File: src/rtl/alu_cmd_sequencer.sv
`default_nettype none
// +----------------------------------------------------------------------------+
// | alu_cmd_sequencer                                                          |
// | Turns one ALU request into the latch/compute/output command sequence and   |
// | returns the captured Y and flags on a valid/ready response port.           |
// | Rev 1.0                                                                    |
// +----------------------------------------------------------------------------+
module alu_cmd_sequencer #(
  parameter int WIDTH = 16,
  parameter int FLAGW = 8
) (
  input  logic             clk,
  input  logic             rst_n,
  input  logic             req_valid,
  output logic             req_ready,
  input  logic [3:0]       req_op,
  input  logic [WIDTH-1:0] req_a,
  input  logic [WIDTH-1:0] req_b,
  input  logic [FLAGW-1:0] req_flags,
  output logic             rsp_valid,
  input  logic             rsp_ready,
  output logic [WIDTH-1:0] rsp_y,
  output logic [FLAGW-1:0] rsp_flags,
  output logic             rsp_err,
  output logic [3:0]       alu_cmd,
  output logic [WIDTH-1:0] alu_dout,
  output logic             alu_doe,
  input  logic [WIDTH-1:0] alu_din
);

  localparam logic [3:0] c_op_adc = 4'h1;
  localparam logic [3:0] c_op_sbb = 4'h3;
  localparam logic [3:0] c_op_cmp = 4'h4;
  localparam logic [3:0] c_op_inc = 4'h5;
  localparam logic [3:0] c_op_dec = 4'h6;

  localparam logic [3:0] c_cmd_nop     = 4'd0;
  localparam logic [3:0] c_cmd_latcha  = 4'd1;
  localparam logic [3:0] c_cmd_latchb  = 4'd2;
  localparam logic [3:0] c_cmd_latchf  = 4'd3;
  localparam logic [3:0] c_cmd_latchop = 4'd4;
  localparam logic [3:0] c_cmd_outy    = 4'd5;
  localparam logic [3:0] c_cmd_outf    = 4'd6;
  localparam logic [3:0] c_cmd_compute = 4'd7;

  typedef enum logic [3:0] {
    S_IDLE, S_LA, S_LB, S_LF, S_LOP, S_CMPT, S_OY, S_OF, S_CAPF, S_RSP
  } state_t;

  state_t           r_state;
  state_t           w_next_state;
  logic [3:0]       r_op;
  logic [WIDTH-1:0] r_a;
  logic [WIDTH-1:0] r_b;
  logic [FLAGW-1:0] r_flags;

  logic w_skip_b;
  logic w_use_f;
  logic w_is_cmp;

  assign w_skip_b = (r_op == c_op_inc) || (r_op == c_op_dec);
  assign w_use_f  = (r_op == c_op_adc) || (r_op == c_op_sbb);
  assign w_is_cmp = (r_op == c_op_cmp);

  always_comb begin
    w_next_state = r_state;
    case (r_state)
      S_IDLE: if (req_valid) w_next_state = S_LA;
      S_LA:   w_next_state = w_skip_b ? S_LOP : S_LB;
      S_LB:   w_next_state = w_use_f ? S_LF : S_LOP;
      S_LF:   w_next_state = S_LOP;
      S_LOP:  w_next_state = S_CMPT;
      S_CMPT: w_next_state = w_is_cmp ? S_OF : S_OY;
      S_OY:   w_next_state = S_OF;
      S_OF:   w_next_state = S_CAPF;
      S_CAPF: w_next_state = S_RSP;
      S_RSP:  if (rsp_ready) w_next_state = S_IDLE;
      default: w_next_state = S_IDLE;
    endcase
  end

  // Outputs are decoded from the next state so they are registered yet line up with it.
  always_ff @(posedge clk or negedge rst_n) begin
    if (!rst_n) begin
      r_state   <= S_IDLE;
      req_ready <= 1'b1;
      rsp_valid <= 1'b0;
      rsp_y     <= '0;
      rsp_flags <= '0;
      rsp_err   <= 1'b0;
      alu_cmd   <= c_cmd_nop;
      alu_dout  <= '0;
      alu_doe   <= 1'b0;
      r_op      <= '0;
      r_a       <= '0;
      r_b       <= '0;
      r_flags   <= '0;
    end else begin
      r_state   <= w_next_state;
      req_ready <= (w_next_state == S_IDLE);
      rsp_valid <= (w_next_state == S_RSP);
      alu_cmd   <= c_cmd_nop;
      alu_doe   <= 1'b0;
      alu_dout  <= '0;
      case (w_next_state)
        // LA is only ever entered from IDLE, so A comes straight off the request port.
        S_LA:   begin alu_cmd <= c_cmd_latcha;  alu_doe <= 1'b1; alu_dout <= req_a; end
        S_LB:   begin alu_cmd <= c_cmd_latchb;  alu_doe <= 1'b1; alu_dout <= r_b; end
        S_LF:   begin alu_cmd <= c_cmd_latchf;  alu_doe <= 1'b1; alu_dout <= WIDTH'(r_flags); end
        S_LOP:  begin alu_cmd <= c_cmd_latchop; alu_doe <= 1'b1; alu_dout <= WIDTH'(r_op); end
        S_CMPT: alu_cmd <= c_cmd_compute;
        S_OY:   alu_cmd <= c_cmd_outy;
        S_OF:   alu_cmd <= c_cmd_outf;
        default: ;
      endcase

      if (r_state == S_IDLE && req_valid) begin
        r_op    <= req_op;
        r_a     <= req_a;
        r_b     <= req_b;
        r_flags <= req_flags;
      end

      // The ALU bus answers one cycle after each output command.
      if (r_state == S_OF) begin
        rsp_y <= w_is_cmp ? '0 : alu_din;
      end
      if (r_state == S_CAPF) begin
        rsp_flags <= alu_din[FLAGW-1:0];
        rsp_err   <= alu_din[FLAGW-1];
      end
    end
  end

endmodule
`default_nettype wire
File: config.mk
export PLATFORM = sky130hd
export DESIGN_NAME = alu_cmd_sequencer
export DESIGN_NICKNAME = d
export VERILOG_FILES = /design/src/rtl/alu_cmd_sequencer.sv
export SDC_FILE = /design/constraint.sdc
export NUM_CORES = 1
export LEC_CHECK = 0
export CAP_MARGIN = 20
export CELL_PAD_IN_SITES_DETAIL_PLACEMENT = 0
export CELL_PAD_IN_SITES_GLOBAL_PLACEMENT = 1
export CORE_MARGIN = 2
export CORE_UTILIZATION = 35
export CTS_CLUSTER_DIAMETER = 30
export CTS_CLUSTER_SIZE = 25
export DETAILED_ROUTE_END_ITERATION = 6
export DONT_BUFFER_PORTS = 1
export MAX_ROUTING_LAYER = met4
export PLACE_DENSITY_LB_ADDON = 0.15
export SYNTH_ARGS = -nofsm -noshare
export SYNTH_HDL_FRONTEND = slang
export SYNTH_SLANG_ARGS = --single-unit
File: constraint.sdc
create_clock -name clk -period 4.8 [get_ports clk]
set_input_delay 0.72 -clock clk [delete_from_list [all_inputs] [get_ports clk]]
set_output_delay 0.72 -clock clk [all_outputs]
set_load 0.05 [all_outputs]
==> results of run 1 <==
==> sequential cells by signal, summed over array words and instances (netlist names) <==
register / count
rsp_valid: 1
r_op: 4
rsp_y: 16
req_ready: 1
rsp_flags: 8
alu_dout: 16
alu_cmd: 3
alu_doe: 1
r_b: 16
r_flags: 8
r_state: 4
==> worst max-delay path, stage by stage, from the launching register on <==
cell and delay [ps]:
dfrtp_1 490, nor2_1 160, and4_2 910, or4_4 300
nand2_1 80, a311o_2 430
==> power by group <==
group	internal, W	switching (W)	leakage, nW
clock	0.000311	0.000245	0.113
sequential	0.000966	0.000858	0.972
combinational	0.000391	0.000302	0.420
==> metrics by stage <==
| step | hold slack [ps] | instances | utilization, % | total power (W) | area (sq um) |
|---|---|---|---|---|---|
| after floorplan | 424 | 211 | - | 0.00242 | 3110 |
| after global placement | 428 | 305 | 36.2 | 0.00250 | 3140 |
| after detailed placement | 427 | 305 | 36.2 | 0.00254 | 3140 |
| after CTS | 46.3 | 321 | 38.8 | 0.00311 | 3370 |
| after global routing | 31.2 | 323 | 39.0 | 0.00324 | 3380 |
| final | 68.5 | 323 | 39.0 | 0.00307 | 3380 |
==> cells in the final DEF (no fill, tap or decap), types with 2 or more instances in the layout <==
master     count
clkinv_4       2
nand2b_1       2
a222oi_1       4
inv_1          6
o21ai_0        2
bufinv_16      2
a221o_1        4
dfrtp_1       77
a22o_2         4
clkbuf_8      10
nor2_1         7
nand2_1        3
a22o_1        24
mux2_2        36
==> routing by layer <==
layer | vias to the layer above | share of wire, % | global-route usage [%]
li1 | 775 | - | -
met1 | 926 | 42 | 16.8
met2 | 81 | 49 | 21.0
met3 | 7 | 7.4 | 6.08
met4 | 0 | 0.87 | 4.43
met5 | - | 0 | -
==> cell type report <==
| cell class | instances | area (sq um) | area share (%) |
|---|---|---|---|
| diodes | 1 | 2.50 | 0.0739 |
| well taps | 108 | 135 | 3.99 |
| inverters | 6 | 22.5 | 0.665 |
| clock buffers | 10 | 138 | 4.07 |
| multi-input cells | 112 | 1020 | 30.2 |
| repair buffers | 2 | 18.8 | 0.555 |
| flip-flops and latches | 78 | 1950 | 57.7 |
| clock inverters | 6 | 93.8 | 2.77 |
==> cell usage after synthesis, types with 2 or more instances <==
| cell | count | area [sq um] |
|---|---|---|
| nor2_1 | 7 | 26.3 |
| mux2_2 | 36 | 405 |
| a22o_2 | 4 | 40.0 |
| nand2b_1 | 2 | 12.5 |
| buf_6 | 5 | 56.3 |
| dfrtp_1 | 77 | 1930 |
| clkbuf_1 | 5 | 18.8 |
| buf_4 | 2 | 15.0 |
| a222oi_1 | 4 | 40.0 |
| a22o_1 | 24 | 210 |
| inv_1 | 6 | 22.5 |
| a221o_1 | 4 | 40.0 |
| o21ai_0 | 2 | 10.0 |
| clkbuf_8 | 2 | 27.5 |
| nand2_1 | 3 | 11.3 |
==> path summary, 6_finish.rpt <==
kind / cells past startpoint / end / slack (ps) / startpoint
max: 5 / alu_cmd[0] / 2320 / r_state[2]
min: 0 / rsp_y[4] / 70 / rst_n
max reg2reg: 5 / alu_cmd[0] / 2320 / r_state[2]
min reg2reg: 1 / alu_dout[13] / 500 / r_b[13]
max in group asynchronous: 0 / req_ready / 4540 / rst_n
min in group clk: 1 / rsp_valid / 500 / rsp_ready
==> cell families after synthesis <==
group,count (synthesis)
XOR/XNOR,1
other,1
flip-flops,78
AND/OR/NAND/NOR,27
multiplexers,36
buffers and inverters,21
AO/OA/AOI/OAI,47
==> metrics.txt, run 1 <==
wire length of the first global-routing pass 10,200 um; clock-pin transition on the worst setup and hold timing paths around 80 ps; synth-to-layout area growth 8.72%; worst ir drop on vdd 328 uV; pre-CTS setup slack 2110 ps; half-perimeter wire length after detailed placement 4460 um; quantity of I/O buffers inserted on ports 0; syn_nets 275; number of placement rows 34; fill count 809; clock period minus final worst setup slack 2480 ps; part of the cycle the worst path needs 51.7%; TritonCTS clock tree yes; synthesized area divided by synthesized cell count 14.8 sq um; number of endpoints failing setup at the final stage 0; most frequently used flop master after synthesis dfrtp_1; data arrival time of the worst path roughly 2700 ps; number of nets with antenna violations after detailed routing 0; Via-to-Cell Ratio around 5.5; overall overflow remaining after global route 0; count of pins on the block boundary 112; crit path capture type flop; fraction of the yosys area taken by sequential cells 62.7%; initial antenna violation count 1; CTS sink cnt 78; total clock buffers created by CTS 9; floorplan die height 98.3 um; maximum number of pins on one net before global-route repair 79; area share of and/or/nand/nor cells after synthesis 5.79%; total global routing track utilization 13.9%; # hold bufs at CTS 0; Crit path required time 5020 ps; final worst-path setup slack about 2300 ps; highest achievable clock rate 0.403 GHz; power density of the placed cells a little over 900 mW/mm^2; type of the most critical hold path in2async; Async S/R FF share, synth between 90% and 100%; via count 1,789; count of synthesis-stage warnings from yosys 0; compound-gate portion of the synthesized area 13.4%; full die area ~0.0097 sq mm; number of max-capacitance violations reported 0; maximum number of buffers from clock root to sink 2; Cell variety after synth 43; floorplan die width 98.3 um; EDFF count, synth 0; post-CTS setup buffers 0; worst rel slew slack 33.8%; share of layout cells above drive strength 1 32.7%; Clock Skews 8.76 ps; Resized cells post-CTS 0; post-synthesis instance area 0.00311 sq mm; Clk Latency, worst-skew pair 340 ps; flip-flop and latch count after synthesis 78; total wirelength of the detailed-routed design 6560 um; CTS root buffer clkbuf_8; DRC viols 0; post-layout net count 273; Final Max Tran Viols 0; iteration count of the initial detailed-routing pass 5; xor-xnor portion of the synthesized cell area 0.281%; transition time at the pin with the least slew margin between 900 and 1000 ps; CORE AREA 0.00868 sq mm; top fanout value on the critical path 46; count of endpoints failing hold in the final timing report 0; setup total negative slack 0 ps; vias in the first global route 1,945; crit path launch type flop; final estimated routing congestion in global placement roughly 0.76; run status complete, no violations; largest family of logic cells by synthesized area compound AO/OA/AOI/OAI gates; Initial Util a little over a third; count of H-tree levels built during CTS 3; worst setup path class reg2reg; detailed-route wire length per cell about 20 um; Syn Inst Count 211; share of cell area taken by muxes after synthesis 13.0%; unrepaired setup endpoints after global routing no; Lkg Pwr 1.50 nW; area share of fa/ha/maj cells after synthesis 0%; Initial DRC Count 51
Power figures use the tool's default switching activity.
==> inputs of run 2 (changes only) <==
--- a/config.mk
+++ b/config.mk
@@ -5,6 +5,7 @@
 export SDC_FILE = /design/constraint.sdc
 export NUM_CORES = 1
 export LEC_CHECK = 0
+export ABC_AREA = 1
 export CAP_MARGIN = 20
 export CELL_PAD_IN_SITES_DETAIL_PLACEMENT = 0
 export CELL_PAD_IN_SITES_GLOBAL_PLACEMENT = 1
==> constraint.sdc (replaced) <==
create_clock -name clk -period 2.5 [get_ports clk]
set_input_delay 0.375 -clock clk [delete_from_list [all_inputs] [get_ports clk]]
set_output_delay 0.375 -clock clk [all_outputs]
set_load 0.05 [all_outputs]
==> run 2 against run 1 <==
Final area up 5.8%. Combinational power up 110%. Setup slack worse by 1600 ps. Power up 89%. Clock power up 84%. Critical endpoint is now alu_dout[0]. Register-to-register slack worse by 1600 ps. Area after synthesis up 4.9%. Clock skew up 0.63 ps. Largest cell class unchanged. Fmax up 42%. Sequential power up 84%. Routed wire length up 13%. Via count up 26%.
==> metrics.txt, run 2 <==
share of total power in the clock network 17.5% (-0.6 points); TritonCTS clock tree yes; quantity of I/O buffers inserted on ports 0 (unchanged); commonest non-fill, non-tap cell in the layout nand2_1; Int Pwr 0.00290 W (+74%); half-perimeter wire length after detailed placement 4920 um (+10%); initial antenna violation count 0 (-1); post-layout net count 413 (+51%); clock period minus final worst setup slack 1750 ps (-732 ps); overall overflow remaining after global route 0 (unchanged); Via-to-Cell Ratio 4.84 (-13%); data arrival time of the worst path 2020 ps (-690 ps); synthesized area divided by synthesized cell count 9.38 sq um (-36%); share of layout cells above drive strength 1 13.3% (-19 points); transition time at the pin with the least slew margin 883 ps (-109 ps); run status complete, no violations; crit path capture type flop; pre-CTS setup slack 776 ps (-1330 ps); Clock Skews 9.38 ps (+0.625 ps); total wirelength of the detailed-routed design 7400 um (+13%); cell repeated most along the worst path nand2_1; count of pins on the block boundary 112 (unchanged); number of nets with antenna violations after detailed routing 0 (unchanged); floorplan die width 101 um (+2.3%); unrepaired setup endpoints after global routing no; synth top area cells dfrtp_1 59%, nand2_1 17%, nand3_1 4.8%; CTS root buffer clkbuf_8; Worst Hold Endpoint r_b[2]; Worst Hold Margin 142 ps (+73.0 ps); highest achievable clock rate 0.571 GHz (+42%); full die area 0.0101 sq mm (+4.7%); Clk Latency, worst-skew pair 340 ps (about the same); hold path startpoint req_b[2]; end of the worst register-to-register path alu_dout[0]; floorplan die height 101 um (+2.3%); CORE AREA 0.00915 sq mm (+5.5%); count of H-tree levels built during CTS 3 (unchanged); Initial DRC Count 97 (+90%); worst rel slew slack 41.1% (+7.3 points); number of endpoints failing setup at the final stage 0 (unchanged); total clock buffers created by CTS 9 (unchanged); flip-flop and latch count after synthesis 78 (unchanged); fraction of the yosys area taken by sequential cells 59.8% (-2.9 points); syn_nets 412 (+50%); multi-input logic area 0.00114 sq mm (+12%); Crit path required time 2770 ps (-2250 ps); Placed Instances 447 (+47%); Resized cells post-CTS 0 (unchanged); Final Max Tran Viols 0 (unchanged); count of endpoints failing hold in the final timing report 0 (unchanged); register-to-register setup slack 750 ps (-1570 ps); crit path launch type flop; ranking of synthesized cells by instance count 151 x nand2_1, 77 x dfrtp_1, 31 x nand3_1; DRC viols 0 (unchanged); power density of the placed cells 1620 mW/mm^2 (+79%); worst ir drop on vdd 518 uV (+58%); most used cells in the layout excluding fill and tap cells 151 x nand2_1, 77 x dfrtp_1, 31 x nand3_1; Largest regs alu_dout (16), r_b (16), rsp_y (16); FF-to-FF path depth 7 (+2); reg-to-reg critical path startpoint r_state[0]; number of placement rows 35 (+2.9%); Lkg Pwr 1.85 nW (+23%); Finished Layout Cells 465 (+44%); cell with the most instances after synthesis nand2_1; count of synthesis-stage warnings from yosys 0 (unchanged); switching fraction of total power 50.1% (+4.4 points); detailed-route wire length per cell 15.9 um (-22%); total global routing track utilization 15.3% (+1.4 points); CTS sink cnt 78 (unchanged); top fanout value on the critical path 48 (+4.3%); wire length of the first global-routing pass 11,500 um (+13%); slowest stage cell, crit path inv_2; hold path cells 2; final worst-path setup slack 749 ps (-1570 ps); number of diodes added for antenna fixing 0 (-1); maximum number of buffers from clock root to sink 2 (unchanged); relative contribution of sequential cells to total power 57.4% (-2.0 points); most frequently used flop master after synthesis dfrtp_1; Initial Util 35.7% (-0.20 points); part of the cycle the worst path needs 70.0% (+18 points); worst setup path class reg2reg; final estimated routing congestion in global placement 0.729 (-4.0%); synth-to-layout area growth 9.74%; Syn Inst Count 348 (+65%); net switching power 0.00291 W (+110%); Cell variety after synth 30 (-30%); EDFF count, synth 0 (unchanged); setup total negative slack 0 ps (unchanged); type of the most critical hold path in2reg; dominant cell type by area after synthesis dfrtp_1; register area 0.00195 sq mm (unchanged); portion of total power attributed to combinational logic 25.1% (+2.5 points); delay of the slowest cell on the worst path 580 ps (-330 ps); Async S/R FF share, synth 100% (unchanged); post-synthesis instance area 0.00326 sq mm (+4.9%); via count 2,251 (+26%); maximum number of pins on one net before global-route repair 79 (unchanged); vias in the first global route 2,218 (+14%); top cell type's share of synthesized area 59.0% (-2.9 points); fill count 947 (+17%); sequence of cells on the critical path nor2_4 -> nand3_4 -> inv_2 -> nand2_1 -> nand2_1 -> inv_1 -> nand3_1; iteration count of the initial detailed-routing pass 4 (-1); number of max-capacitance violations reported 0 (unchanged); clock-pin transition on the worst setup and hold timing paths 80 ps (about the same)
[run 2: cell count changes after synthesis, sizes merged, moves of 3 or more]
cell / delta
o21ai: +3
nand4: +6
nand2: +154
a222oi: -4
a221o: -4
clkbuf: -6
mux2: -28
nor2: +6
buf: +4
inv: +14
nand3: +33
a22o: -20
[run 2: routing by layer]
layer,vias up,global-route usage (%),wire [um]
met3,9,3.68,482
li1,1099,-,-
met1,1057,20.9,3440
met2,86,22.2,3390
met5,-,-,0
met4,0,5.69,91
[run 2: kinds of logic after synthesis]
group,synth area share (%)
other cells,0.115
buf+inv,5.14
compound gates,3.07
simple gates,29.1
mux,2.76
flops,59.8
[run 2: power groups by stage]
stage                     registers (W)  logic [W]  clock network, W
final                           0.00334    0.00146           0.00102
after global routing            0.00340    0.00168           0.00111
after CTS                       0.00335    0.00148           0.00105
after detailed placement        0.00337    0.00144                 0
after global placement          0.00337    0.00143                 0
after floorplan                 0.00324    0.00124                 0
[run 2: timing repair]
action	in CTS	in global routing
buffers inserted	0	0
hold endpoints to repair	78	0
hold buffers	2	0
[run 2: stage by stage]
step | instance area, sq um | total power (W) | util [%]
6_report | 3580 | 0.00581 | 39.1
5_1_grt | 3580 | 0.00620 | 39.1
4_1_cts | 3580 | 0.00588 | 39.1
3_5_place_dp | 3330 | 0.00482 | 36.4
3_3_place_gp | 3330 | 0.00479 | 36.4
2_1_floorplan | 3260 | 0.00448 | -
[run 2: area by class of cell]
class | count | area share, %
tap | 111 | 3.88
multi-input combinational | 235 | 31.9
inverter | 22 | 2.44
clock buffer | 10 | 3.56
sequential | 78 | 54.5
clock inverter | 6 | 2.41
timing repair buffer | 3 | 1.26
[run 2: how the worst max path moves through the flow]
stage | from | endpoint | slack (ps) | cells past startpoint
3_3_place_gp | r_state[0] | alu_dout[1] | 790 | 7
2_1_floorplan | r_state[0] | alu_cmd[0] | 1190 | 8
4_1_cts | r_state[0] | alu_dout[0] | 740 | 7
6_report | r_state[0] | alu_dout[0] | 750 | 7
5_1_grt | r_state[0] | alu_dout[2] | 600 | 7
3_5_place_dp | r_state[0] | alu_dout[0] | 780 | 7
[run 2: worst max-delay path: cells and delay by family, from the launching register on]
family	cells	cell delay [ps]
buffers and inverters	2	620
and+or+nand+nor	5	570
DFF	1	490
